`config.mk`:
```
export PLATFORM = sky130hd
export DESIGN_NAME = idelay_fine_ctrl
export DESIGN_NICKNAME = d
export VERILOG_FILES = /design/src/rtl/idelay_fine_ctrl.sv
export SDC_FILE = /design/constraint.sdc
export NUM_CORES = 1
export LEC_CHECK = 0
export ABC_AREA = 1
export BUFFER_PORTS_ARGS = -buffer_cell sky130_fd_sc_hd__buf_4
export CORE_ASPECT_RATIO = 1.1
export CORE_MARGIN = 8
export CORE_UTILIZATION = 40
export DETAILED_ROUTE_END_ITERATION = 8
export PLACE_DENSITY = 0.65
export SETUP_SLACK_MARGIN = 0.02
export SLEW_MARGIN = 0
export SYNTH_ARGS = -nofsm -noshare
export SYNTH_HDL_FRONTEND = slang
export SYNTH_SLANG_ARGS = --single-unit
```
`constraint.sdc`:
```
create_clock -name clk -period 2.6 [get_ports clk]
set_input_delay 0 -clock clk [delete_from_list [all_inputs] [get_ports clk]]
set_output_delay 0 -clock clk [all_outputs]
set_load 0.01 [all_outputs]
```
`src/rtl/idelay_fine_ctrl.sv`:
```
// IDELAY fine/coarse tap controller: stages per-channel taps through a
// shared coarse bus and applies all staged fine taps with one LD strobe.
module idelay_fine_ctrl #(
  parameter int NUM_CH        = 8,
  parameter int CH_BITS       = 3,
  parameter int SETTLE_CYCLES = 4
) (
  input  logic                  clk,
  input  logic                  rst,
  input  logic                  cmd_valid,
  output logic                  cmd_ready,
  input  logic                  cmd_apply,
  input  logic [CH_BITS-1:0]    cmd_ch,
  input  logic [7:0]            cmd_dly,
  output logic [4:0]            dly_coarse,
  output logic [NUM_CH-1:0]     dly_ld,
  output logic                  dly_set,
  output logic [3*NUM_CH-1:0]   dly_fine,
  output logic [NUM_CH-1:0]     pending,
  output logic                  busy,
  output logic                  err
);

  localparam logic [1:0] IDLE   = 2'd0;
  localparam logic [1:0] LOAD   = 2'd1;
  localparam logic [1:0] SET    = 2'd2;
  localparam logic [1:0] SETTLE = 2'd3;

  localparam logic [CH_BITS:0] CH_LIM = (CH_BITS+1)'(NUM_CH);
  localparam logic [3:0] SETTLE_LAST =
    (SETTLE_CYCLES > 0) ? 4'(SETTLE_CYCLES - 1) : 4'd0;

  logic [1:0]          state;
  logic [3:0]          cnt;
  logic [3*NUM_CH-1:0] fine_stage;
  logic [NUM_CH-1:0]   ch_hot;
  logic                accept;
  logic                wr_ok;

  assign cmd_ready = (state == IDLE);
  assign busy      = (state != IDLE);
  assign accept    = cmd_valid & cmd_ready;
  assign wr_ok     = ({1'b0, cmd_ch} < CH_LIM);

  always_comb begin
    ch_hot = '0;
    for (int k = 0; k < NUM_CH; k++) begin
      if (cmd_ch == CH_BITS'(k)) ch_hot[k] = 1'b1;
    end
  end

  // dly_ld/dly_set are registered on the accepting edge so each strobe
  // occupies exactly the LOAD or SET cycle.
  always_ff @(posedge clk or negedge rst) begin
    if (!rst) begin
      state      <= IDLE;
      cnt        <= '0;
      dly_coarse <= '0;
      dly_ld     <= '0;
      dly_set    <= 1'b0;
      dly_fine   <= '0;
      pending    <= '0;
      fine_stage <= '0;
      err        <= 1'b0;
    end else begin
      dly_ld  <= '0;
      dly_set <= 1'b0;
      unique case (state)
        IDLE: begin
          if (accept) begin
            if (cmd_apply) begin
              for (int k = 0; k < NUM_CH; k++) begin
                if (pending[k])
                  dly_fine[3*k +: 3] <= fine_stage[3*k +: 3];
              end
              pending <= '0;
              dly_set <= 1'b1;
              state   <= SET;
            end else if (wr_ok) begin
              dly_coarse <= cmd_dly[7:3];
              for (int k = 0; k < NUM_CH; k++) begin
                if (ch_hot[k])
                  fine_stage[3*k +: 3] <= cmd_dly[2:0];
              end
              dly_ld <= ch_hot;
              state  <= LOAD;
            end else begin
              err <= 1'b1;
            end
          end
        end
        LOAD: begin
          pending <= pending | dly_ld;
          state   <= IDLE;
        end
        SET: begin
          if (SETTLE_CYCLES == 0) begin
            state <= IDLE;
          end else begin
            cnt   <= SETTLE_LAST;
            state <= SETTLE;
          end
        end
        SETTLE: begin
          if (cnt == 4'd0) state <= IDLE;
          else             cnt   <= cnt - 4'd1;
        end
        default: state <= IDLE;
      endcase
    end
  end

endmodule

```
* Word level (Yosys, flattened, before mapping)
Cells that the tools add are included.
** Storage, ports and cells
- Flip-flop bits (word level) :: 76
- Input port bits :: 15
- Output and inout port bits :: 49
- Logic and storage cells :: 89
** Operators by class
- Add/sub/neg operators :: 1
- Eq/ne operators :: 14
- Multiplexer cells :: 23
- Bitwise operators :: 3
- Reductions and logical operators :: 26
** Operators by type and width (number)
- $reduce_and 4->1 :: 16
- $mux 8 :: 5
- $pmux 8 s2 :: 1
- $eq 3x3->1 const B :: 4
- $mux 1 :: 11
- $or 8x8->8 :: 1
- $pmux 2 s4 :: 1
- $pmux 4 s2 :: 1
- $eq 3x2->1 const B :: 2
- $mux 2 :: 3
- $reduce_and 3->1 :: 2
- $reduce_bool 2->1 :: 3
- $eq 2x2->1 const B :: 2
- $logic_not 4->1 :: 1
- $mux 4 :: 1
- $ne 2x1->1 const B :: 2
- $ne 2x2->1 const B :: 2
- $reduce_and 2->1 :: 2
- $sub 4x1->4 const B :: 1
- $eq 3x1->1 const B :: 1
- $logic_not 3->1 :: 1
- $eq 2x1->1 const B :: 1
- $logic_not 2->1 :: 1
- $and 1x1->1 :: 1
- $not 1->1 :: 1

* Depth between registers and ports, before layout
- Depth in word-level cells :: 5
- Gate-level depth with buffers :: 7
- Depth with buffers taken out :: 6

* Least setup slack after synthesis
OpenSTA, ideal clock, no wires.
- Path type :: register -> register
- Start point :: register state[0]
- End point :: register fine_stage[18]
- Arrival :: 1.171 ns
- Path slack :: 1.312 ns
- Cell stages (with the launch flop) :: 8
- Clock period less this slack :: 1.288 ns
- Path through :: dfrtp_1 nor2_4 nand2_2 nor2_4 buf_6 nand3_2 nand2_1 nand2_1
** Between the ends
- Cells in the longest elaborated chain, start to end :: 3
** Ends and longest elaborated chain
- from (decl) :: line 33 : logic [1:0] state;
- from (signal assigned) :: line 56 : state <= IDLE;
- from (signal assigned) :: line 78 : state <= SET;
- from (signal assigned) :: line 86 : state <= LOAD;
- $logic_not 2->1 * :: line 40 : assign cmd_ready = (state == IDLE);
- named net cmd_ready :: line 11 : output logic cmd_ready,
- $and 1x1->1 :: line 42 : assign accept = cmd_valid & cmd_ready;
- $reduce_and 4->1 (no line) *
- to (signal, indexed assignment) :: line 83 : fine_stage[3*k +: 3] <= cmd_dly[2:0];
- to (decl) :: line 35 : logic [3*NUM_CH-1:0] fine_stage;
The timed path passes the listed nets; every way through them passes the cells marked *.
A chain may end at the register's enable or synchronous reset.

* Worst setup path after layout
- Start point :: register state[0]
- End point :: register dly_fine[11]
** Between the ends
- Cells in the longest elaborated chain, start to end :: 3
** Ends and longest elaborated chain
- $logic_not 2->1 * :: line 40, 68
- $and 1x1->1 :: line 42
- $reduce_and 4->1 (no line) *
- to (signal, indexed assignment) :: line 74 : dly_fine[3*k +: 3] <= fine_stage[3*k +: 3];
- to (decl) :: line 18 : output logic [3*NUM_CH-1:0] dly_fine,
Every way passes the cells marked *; elsewhere a longest branch is shown, timed or not.

==> impl_summary.md <==
Clock tree
The number of buffers on the longest clock path is 2. The number of levels in the clock H-tree is 3. The count of cells resized by post-cts repair is 0.

The clock-pin transition on the worst setup and hold timing paths is roughly 0.080 ns. TritonCTS built the clock tree. The number of buffers created by CTS is 9. The count of clock tree sinks is between 70 and 80. Post-CTS timing repair inserted 0 buffers for setup. The clock insertion delay at the later pin of the skew report is approximately 0.34 ns. The cell sitting at the root of the clock tree is a sky130_fd_sc_hd__clkbuf_8. The number of hold-repair buffers added at the cts stage is 15.

Critical path
In this run the worst path has a maximum fanout of 16. On the worst path, the slowest cell contributes a delay of ~0.43 ns. The number of buffers and inverters on the critical path is 2. The critical path's most frequent cell is sky130_fd_sc_hd__nand2_1.

The critical path goes through nor2_4, inv_2, nor2_2, buf_4, nand2_1, nand2_1, nand2_1. The category of the worst setup path capture point is a register. STA classifies the critical path startpoint as a register. The cell family contributing the most delay on the critical path is simple AND/OR/NAND/NOR gates. The kind of critical path is reg2reg. The endpoint required time on the critical path is approximately 2.8 ns. The worst-path cell with the longest stage delay is sky130_fd_sc_hd__dfrtp_1. The endpoint arrival time on the critical path is 1.93 ns.

Global routing
The number of global-route vias before repair is between 2k and 3k. The initial antenna violation count is 0. The first global-routing pass estimated around 12,000 µm of wire. Entering global routing, the biggest net connects 77 pins.

Across every metal layer, demand over resource in global routing totals between 10% and 20%. Global routing finished with a remaining overflow of 0.

Job
The number of max-capacitance violations reported is 0.

Run status
The flow ran to the end, and the final reports show no timing, DRC or antenna violations.

STA
The final setup slack of the worst path is 0.9072 ns. The share of the clock period used by the worst path after layout is 65.11%. The peak clock frequency supported by timing is 590.7 MHz. Across all hold checks on the routed design, the worst slack comes to between 0.3 and 0.4 ns. The count of endpoints failing setup in the final report is 0. The total negative slack for setup checks is 0 ns. At the pin with the least slew margin, the transition time is around 0.94 ns. Across the routed clock network, the largest skew measured is between 0.008 and 0.009 ns. Headroom to the max-slew limit came out at between 30% and 40%.

Setup repair after global routing left no endpoint under its margin. The number of max-slew violations in the final report came to 0. The final count of hold timing violations is 0. The final critical-path required period is 1.693 ns.

Pwr
The design draws about 3800 µW. The power density over cell area is 960.3 nW/µm². IR analysis of the VDD net gives a maximum drop of about 630 µV.

Summed over all cells, the static leakage comes to around 0.0022 µW.

Finish
The share of final-layout standard cells stronger than drive strength 1 is between 20% and 30%. The multi-input combinational cell area is slightly above 1000 µm². The number of antenna repair diodes is 0.

The area growth from synthesis to layout is 28.02%. For this run, the post-layout net count is 436. The count of fill cells added during filler insertion is ~700. The sequential cells in the finished layout cover a total of roughly 1900 µm².

Synth
The share of the yosys chip area belonging to registers is around three fifths. The count of mapped cells out of synthesis is between 300 and 400. Yosys mapped the design onto 25 distinct sky130hd cell types. After synthesis the netlist holds a flip-flop and latch count of 76. When the netlist entered floorplanning its net count stood at ~360. The post-synth design cell area is approximately 3100 µm². During synthesis, Yosys emitted a total of 0 warnings. The mean instance size in the synthesized netlist is 9.113 µm².

Routing
The violation count after the first detailed-route iteration is 159. In the routed layout, each cell is associated on average with a via count of 4.642. The detail-routed net length per standard cell is between 10 and 15 µm.

In this run the remaining antenna-violating nets after routing total 0. The number of iterations in the first detailed-routing pass is 4. The wire length reported by the detailed router is 6969 µm.

For this block, the via count after detailed routing is 2,460. The total DRC errors in the routed layout is 0.

Floorplan
The row count is 33. The floorplan step set the die width to around 100 µm. The full die area is 10,880 µm². The initial utilization of the core area, before any placement, comes to a little over 40%.

The I/O pin total is 64. The height of the die is 108.6 µm. The total core area is about 7500 µm².

Placement
The placement-stage worst setup slack is 0.9233 ns. The count of buffers added on input and output ports is 62. Detailed placement finished with a half-perimeter wire length of between 4000 and 5000 µm.

The final weighted congestion in routability-driven placement is around 0.73.

Hold path
The class of the tightest hold or removal check is in2async.
==> per-stage QoR <==
stage / cells / utilization [%] / area (µm²)
final: 530 / 53.10 / 3990
after global routing: 530 / 53.10 / 3990
after CTS: 530 / 53.10 / 3990
after detailed placement: 499 / 48.68 / 3659
after global placement: 499 / 48.68 / 3659
after floorplan: 342 / - / 3117
==> synth_stat cells (all sizes together) <==
cell / instances / area share (%)
nand2: 133 / 16
nor2: 10 / 2.0
o21bai: 1 / 0.24
clkbuf: 4 / 0.48
nand4: 21 / 4.2
a21oi: 10 / 1.7
conb: 1 / 0.12
o21ai: 10 / 1.6
dfrtp: 76 / 61
buf: 9 / 2.1
inv: 32 / 3.9
xor2: 1 / 0.28
nand3: 32 / 5.6
o211ai: 1 / 0.24
ha: 1 / 0.40
==> cell usage in the layout (no fill, tap or decap), drive strengths merged <==
cell	netlist	routed
clkinv	0	1
nand4	21	21
clkbuf	4	15
xor2	1	1
dfrtp	76	76
o21ai	10	10
o21bai	1	1
ha	1	1
dlygate4sd3	0	15
o211ai	1	1
nand3	32	32
nand2	133	133
inv	32	32
buf	9	65
nor2	10	10
a21oi	10	10
conb	1	1
==> where the power goes <==
part | internal (µW) | leakage (µW) | switching [µW] | total [µW]
clock | 425 | 0.0000937 | 400 | 825
combinational | 519 | 0.00108 | 622 | 1140
sequential | 1580 | 0.00101 | 288 | 1870
==> layer usage <==
metal	routed length, µm	GRT usage [%]
met5	0	0
met2	3372	23.26
met1	2993	15.00
met4	61	4.865
met3	541	5.527
==> logic make-up after synthesis <==
| family | share of synthesized area (%) |
|---|---|
| XOR/XNOR | 0.2811 |
| buffers and inverters | 6.423 |
| other | 0.1203 |
| AO/OA/AOI/OAI | 3.814 |
| adder cells (fa/ha/maj) | 0.4014 |
| AND/OR/NAND/NOR | 27.94 |
| flip-flops | 61.02 |
==> area by class of cell <==
class / count / area share (%)
clock inverters: 1 / 0.1254
flip-flops and latches: 76 / 47.66
clock buffers: 15 / 4.421
multi-input cells: 221 / 25.49
repair buffers: 80 / 15.99
inverters: 32 / 3.010
well taps: 105 / 3.293
==> flip-flops by register name, indices dropped and copies added (netlist names) <==
name / flops
dly_fine: 24
dly_ld: 8
dly_set: 1
state: 2
pending: 8
fine_stage: 24
dly_coarse: 5
cnt: 4
==> path summary, 6_finish.rpt <==
path | cells past startpoint | from | to | slack [ns]
min in group clk | 4 | cmd_dly[3] | dly_coarse[0] | 0.39
hold reg to reg | 2 | dly_fine[20] | dly_fine[20] | 0.47
setup / recovery | 7 | state[0] | dly_fine[11] | 0.91
hold / removal | 2 | rst | dly_set | 0.36
max in group asynchronous | 2 | rst | dly_coarse[2] | 1.64
setup reg to reg | 7 | state[0] | dly_fine[11] | 0.91
Note: power is estimated with default switching activity, not from simulation.
